[src/rtl/id_ex_stage.sv]
// ID/EX pipeline register with load-use hazard detection and operand selection.
// Optional macro FORWARDING_EN adds MEM/WB operand forwarding; without it the forwarding ports are ignored.
module id_ex_stage (
  input  logic        clk,
  input  logic        reset,
  input  logic        Stall,
  input  logic        Flush,
  input  logic        ValidIn,
  input  logic [31:0] DatoA,
  input  logic [31:0] DatoB,
  input  logic [31:0] Inmediato,
  input  logic        UsaInm,
  input  logic [2:0]  AluOpIn,
  input  logic [4:0]  Rs,
  input  logic [4:0]  Rt,
  input  logic [4:0]  Rd,
  input  logic        EscribeRegIn,
  input  logic        LeeMemIn,
  input  logic [31:0] ResultadoMem,
  input  logic [31:0] DatoWb,
  input  logic [4:0]  RdMem,
  input  logic [4:0]  RdWb,
  input  logic        EscribeRegMem,
  input  logic        EscribeRegWb,
  output logic [31:0] Ope1,
  output logic [31:0] Ope2,
  output logic [2:0]  AluOp,
  output logic [4:0]  RdEx,
  output logic        EscribeRegEx,
  output logic        LeeMemEx,
  output logic        ValidEx,
  output logic        HazardReq
);

  typedef struct packed {
    logic        valid;
    logic        escribe_reg;
    logic        lee_mem;
    logic        usa_inm;
    logic [2:0]  alu_op;
    logic [4:0]  rs;
    logic [4:0]  rt;
    logic [4:0]  rd;
    logic [31:0] dato_a;
    logic [31:0] dato_b;
    logic [31:0] inmediato;
  } stage_t;

  stage_t stage_reg;
  stage_t stage_next;
  logic   hazard;

  // Load in EX whose destination is read by the instruction now in decode.
  assign hazard = ValidIn && stage_reg.valid && stage_reg.lee_mem && (stage_reg.rd != 5'd0) &&
                  ((stage_reg.rd == Rs) || ((stage_reg.rd == Rt) && !UsaInm));

  always_comb begin
    stage_next = stage_reg;
    if (Flush) begin
      stage_next = '0;
    end else if (Stall) begin
      stage_next = stage_reg;
    end else if (hazard) begin
      stage_next = '0;
    end else begin
      stage_next.valid       = ValidIn;
      stage_next.escribe_reg = EscribeRegIn;
      stage_next.lee_mem     = LeeMemIn;
      stage_next.usa_inm     = UsaInm;
      stage_next.alu_op      = AluOpIn;
      stage_next.rs          = Rs;
      stage_next.rt          = Rt;
      stage_next.rd          = Rd;
      stage_next.dato_a      = DatoA;
      stage_next.dato_b      = DatoB;
      stage_next.inmediato   = Inmediato;
    end
  end

  always_ff @(posedge clk or posedge reset) begin
    if (reset) begin
      stage_reg <= '0;
    end else begin
      stage_reg <= stage_next;
    end
  end

  // Operand 0 feeds Ope1 (Rs), operand 1 feeds Ope2 (Rt) before the immediate mux.
  logic [4:0]  opnd_src [2];
  logic [31:0] opnd_reg [2];
  logic [31:0] opnd_sel [2];

  assign opnd_src[0] = stage_reg.rs;
  assign opnd_src[1] = stage_reg.rt;
  assign opnd_reg[0] = stage_reg.dato_a;
  assign opnd_reg[1] = stage_reg.dato_b;

  genvar gi;
  generate
    for (gi = 0; gi < 2; gi++) begin : g_opnd
`ifdef FORWARDING_EN
      logic hit_mem;
      logic hit_wb;
      // Register 0 is hard-wired, so it is never a forwarding match; MEM is younger and wins.
      assign hit_mem = EscribeRegMem && (RdMem != 5'd0) && (RdMem == opnd_src[gi]);
      assign hit_wb  = EscribeRegWb  && (RdWb  != 5'd0) && (RdWb  == opnd_src[gi]);
      assign opnd_sel[gi] = hit_mem ? ResultadoMem :
                            hit_wb  ? DatoWb       : opnd_reg[gi];
`else
      assign opnd_sel[gi] = opnd_reg[gi];
`endif
    end
  endgenerate

`ifndef FORWARDING_EN
  logic unused_fwd_inputs;
  assign unused_fwd_inputs = ^{ResultadoMem, DatoWb, RdMem, RdWb, EscribeRegMem, EscribeRegWb,
                               opnd_src[0], opnd_src[1]};
`endif

  assign Ope1         = opnd_sel[0];
  assign Ope2         = stage_reg.usa_inm ? stage_reg.inmediato : opnd_sel[1];
  assign AluOp        = stage_reg.alu_op;
  assign RdEx         = stage_reg.rd;
  assign EscribeRegEx = stage_reg.escribe_reg;
  assign LeeMemEx     = stage_reg.lee_mem;
  assign ValidEx      = stage_reg.valid;
  assign HazardReq    = hazard;

endmodule

[config.mk]
export PLATFORM = sky130hd
export DESIGN_NAME = id_ex_stage
export DESIGN_NICKNAME = d
export VERILOG_FILES = /design/src/rtl/id_ex_stage.sv
export SDC_FILE = /design/constraint.sdc
export NUM_CORES = 1
export LEC_CHECK = 0
export BUFFER_PORTS_ARGS = -buffer_cell sky130_fd_sc_hd__buf_4
export CORE_ASPECT_RATIO = 1.75
export CORE_MARGIN = 2
export CORE_UTILIZATION = 38
export CTS_CLUSTER_DIAMETER = 50
export DETAILED_ROUTE_END_ITERATION = 10
export PLACE_DENSITY = 0.66
export SYNTH_ARGS = -nofsm -noshare
export SYNTH_HDL_FRONTEND = slang
export SYNTH_SLANG_ARGS = --single-unit
export TNS_END_PERCENT = 5
[constraint.sdc]
create_clock -name clk -period 5.1 [get_ports clk]
set_input_delay 1.02 -clock clk [delete_from_list [all_inputs] [get_ports clk]]
set_output_delay 1.02 -clock clk [all_outputs]
set_load 0.05 [all_outputs]
==> impl_summary.txt <==
----------------------------------------------------
[Synth]
  Post-Synthesis Net Count ... 908
  Sequential share of the synthesized area ... 41.0%
  Number of distinct library cell variants in the gate-level netlist after synthesis ... 23
  Yosys synthesis warning count ... 0
  Basic-gate share of the synthesized area counting and, or, nand and nor cells ... 13.8%
  Total of flip-flops plus latches after synthesis ... 108
  Adder-cell share of the synthesized area ... 0%
  Proportion of synthesized area in mux cells ... under 10%
  Share of the synthesized area in compound gates (AO/OA/AOI/OAI) ... 23.4%
  Xor/xnor cell area share of the yosys netlist ... 1.33%
  Mapped Area ... 6590 um2
  Mapped Cells ... 710
  Largest family of logic cells by synthesized area ... compound AO/OA/AOI/OAI gates
  Average footprint of a synthesized cell ... 9.28 um2

[Critical path]
  Element type at the critical path end ... output port
  Worst reg2reg path endpoint ... Ope1[21]$_DFFE_PP0P_
  Startpoint type of the worst setup path ... primary input
  Class of the most critical setup path ... primary input to output port
  Crit-path max FO ... 17
  Reg-to-reg startpoint ... RdEx[1]$_DFFE_PP0P_
  R2R Setup Slk ... 2.21 ns
  Worst path arrival time ... ~2.3 ns
  Cell count of the worst reg-to-reg path ... 6
  Worst endpoint required time ... 4.08 ns

[Min path]
  Endpoint of the worst hold path ... Ope1[26]$_DFFE_PP0P_
  Hold Startpoint ... Ope1[26]$_DFFE_PP0P_
  Cell depth of the worst hold path ... 2
  Hold crit path type ... flip-flop to flip-flop

[Clock tree]
  Hold buffer count at cts ... 0
  Buffers from clock root to sink, at most ... 2
  Clock H-tree levels ... 3
  CTS Sinks ... 108
  TritonCTS Buffers ... 9
  Root buffer selected by CTS ... sky130_fd_sc_hd__clkbuf_16
  Number of cells upsized or downsized after cts ... 0
  Insertion delay of the later-clocked pin in the worst-skew pair ... 0.35 ns
  Post-CTS Setup Repair Bufs ... 0
  Clock tree from TritonCTS ... built
  Clock transition at the registers of the reported paths ... 0.07 ns

[STA]
  Final count of pins violating max slew ... 0
  Unrepaired setup endpoints after global routing ... false
  Hold violation total from the final report ... 0
  Summed negative setup slack over all endpoints ... 0 ns
  Final cycle utilization of the critical path ... 65.7%
  Least-Margin Pin Slew ... between 1 and 1.5 ns
  Worst slew margin ... ~22%
  Setup Viol. Count Final ... 0
  Setup skew after layout ... approximately 0.015 ns
  Fmax achieved ... between 200 and 300 MHz
  Crit path time final ... 3.35 ns

[Global route]
  Largest net degree at the start of global routing ... 106
  Total grt overflow ... 0
  Global routing usage summed across all routing layers ... 20.3%
  Antenna violations before repair ... 0
  Wire length of the first global-routing pass ... 30200 um
  Via count of the first global-routing pass ... 5558

[Cells and area]
  Filler cell count ... roughly 1600
  Largest register FFs ... 33
  Layout cell share with drive strength beyond 1 ... 31.9%
  Number of antenna cells inserted ... 0
  Layout Area Growth over Synthesis ... 23.4%
  Area used by sequential logic in the layout ... 2700 um2
  Net total in the final layout ... 1012
  Area of combinational cells with multiple inputs ... 2930 um2
  Final design utilization ... 48.0%

[Power]
  Power per unit of standard cell area ... 301 nW/um2
  Sequential fraction of design power ... approximately 41%
  Comb power frac ... 31.6%
  Part of the total power dissipated in the clock network ... between 20% and 30%
  Switching power total ... 0.892 mW
  Internal Dissipation ... 1.55 mW
  Fraction of power spent switching nets ... 36.5%
  Leakage power ... ~3.4 nW
  VDD IR max ... 0.166 mV

[Flow run]
  Max-capacitance violation count ... 0

[Floorplan]
  I/O pin cnt ... 274
  Die width ... 104 um
  Floorplan die height ... 178 um
  Die outline area ... 18400 um2
  Placement row count ... 63
  Initial cell density of the core ... around 39%
  Standard cell core area ... 16900 um2

[Detailed routing]
  Via density ... 5.43
  DRC violation total after the first TritonRoute iteration ... 354
  Vias after detailed routing ... 5675
  Number of optimization iterations in the first detailed-route pass ... 5
  Count of nets left with antenna violations after detail routing ... 0
  Detailed-route wire length ... ~19000 um
  Routed WL per cell ... 18.2 um
  Number of remaining DRC errors ... 0

[Outcome]
  Result of the run ... complete, no violations

[Placement]
  Post-detailed-placement half-perimeter wirelength ... 11800 um
  Count of buffers inserted at the top-level ports ... 197
  RePlAce Congestion ... 0.767

----------------------------------------------------
critical path, cell delays in order:
cell and delay [ns]:
sky130_fd_sc_hd__buf_4 0.11, sky130_fd_sc_hd__xnor2_1 0.13, sky130_fd_sc_hd__nand2b_1 0.42, sky130_fd_sc_hd__o22ai_4 0.24, sky130_fd_sc_hd__nor2b_1 0.18, sky130_fd_sc_hd__buf_4 0.22
cell usage in the layout (no fill, tap or decap):
cell type	count
sky130_fd_sc_hd__a22oi_1	16
sky130_fd_sc_hd__clkbuf_1	1
sky130_fd_sc_hd__clkinv_4	1
sky130_fd_sc_hd__nor2b_1	2
sky130_fd_sc_hd__nand2_1	17
sky130_fd_sc_hd__o22ai_4	1
sky130_fd_sc_hd__clkinv_2	2
sky130_fd_sc_hd__buf_6	1
sky130_fd_sc_hd__o2111ai_4	1
sky130_fd_sc_hd__o21ai_0	92
sky130_fd_sc_hd__mux2_2	32
sky130_fd_sc_hd__xnor2_1	10
sky130_fd_sc_hd__a32oi_1	92
sky130_fd_sc_hd__nand3_1	1
sky130_fd_sc_hd__o221ai_1	16
sky130_fd_sc_hd__or4_1	1
sky130_fd_sc_hd__nor3b_1	108
sky130_fd_sc_hd__inv_6	3
sky130_fd_sc_hd__inv_4	1
sky130_fd_sc_hd__inv_1	92
sky130_fd_sc_hd__inv_2	1
sky130_fd_sc_hd__dfrtp_1	108
sky130_fd_sc_hd__buf_4	209
sky130_fd_sc_hd__clkbuf_16	9
sky130_fd_sc_hd__nand2b_1	1
sky130_fd_sc_hd__nand4_1	1
cell families after synthesis:
group           after synthesis
compound gates              218
buf+inv                     211
simple gates                131
flops                       108
mux                          32
xor+xnor                     10
worst max path at each step:
stage                from              endpoint  slack, ns  depth (start not counted)
floorplan           reset  AluOp[0]$_DFFE_PP0P_       1.23                          1
global placement    Rt[3]             HazardReq       1.79                          6
detailed placement  Rt[3]             HazardReq       1.77                          6
CTS                 Rt[3]             HazardReq       1.76                          6
global route        Rt[3]             HazardReq       1.63                          6
finish              Rt[3]             HazardReq       1.75                          6
synthesized netlist by cell type, drive strengths merged:
library cell,count,area [um2]
dfrtp,108,2700
nor3b,108,811
inv,94,353
a32oi,92,806
o21ai,92,460
clkbuf,60,234
buf,57,397
mux2,32,360
nand2,17,63.8
a22oi,16,120
o221ai,16,140
xnor2,10,87.6
nor2b,2,12.5
nand2b,1,6.26
nand3,1,5.00
nand4,1,6.26
o2111ai,1,8.76
o22ai,1,6.26
or4,1,7.51
power by group through the flow:
stage,combinational [mW],clock (mW),sequential [mW]
after floorplan,0.567,0,1.00
after global placement,0.776,0,1.01
after detailed placement,0.780,0,1.01
after CTS,0.782,0.704,0.996
after global routing,0.825,0.737,1.01
final,0.773,0.676,0.996
metal layers:
layer	GRT usage, %	wire [um]	up-vias	share of wire [%]
met5	0	0	-	0
met4	4.50	176	0	0.92
met3	3.69	905	7	4.8
met2	39.0	10400	167	54
met1	23.2	7600	2748	40
li1	-	-	2753	-
cell type report:
cell class	instances	share of cell area (%)
inverter	94	4.37
multi-input combinational	391	36.1
clock inverter	6	0.554
sequential	108	33.2
clock buffer	10	2.82
timing repair buffer	210	19.4
tap	227	3.49
metrics by stage:
stage / worst slack (ns) / cells / power [mW] / area, um2 / hold slack (ns)
6_report: 1.75 / 1046 / 2.44 / 8130 / 0.520
2_1_floorplan: 1.23 / 710 / 1.57 / 6590 / 0.472
5_1_grt: 1.63 / 1046 / 2.57 / 8130 / 0.556
4_1_cts: 1.76 / 1046 / 2.48 / 8130 / 0.523
3_3_place_gp: 1.79 / 1030 / 1.79 / 7860 / 0.500
3_5_place_dp: 1.77 / 1030 / 1.79 / 7860 / 0.506
No activity file was read; power rests on OpenSTA's default activity.
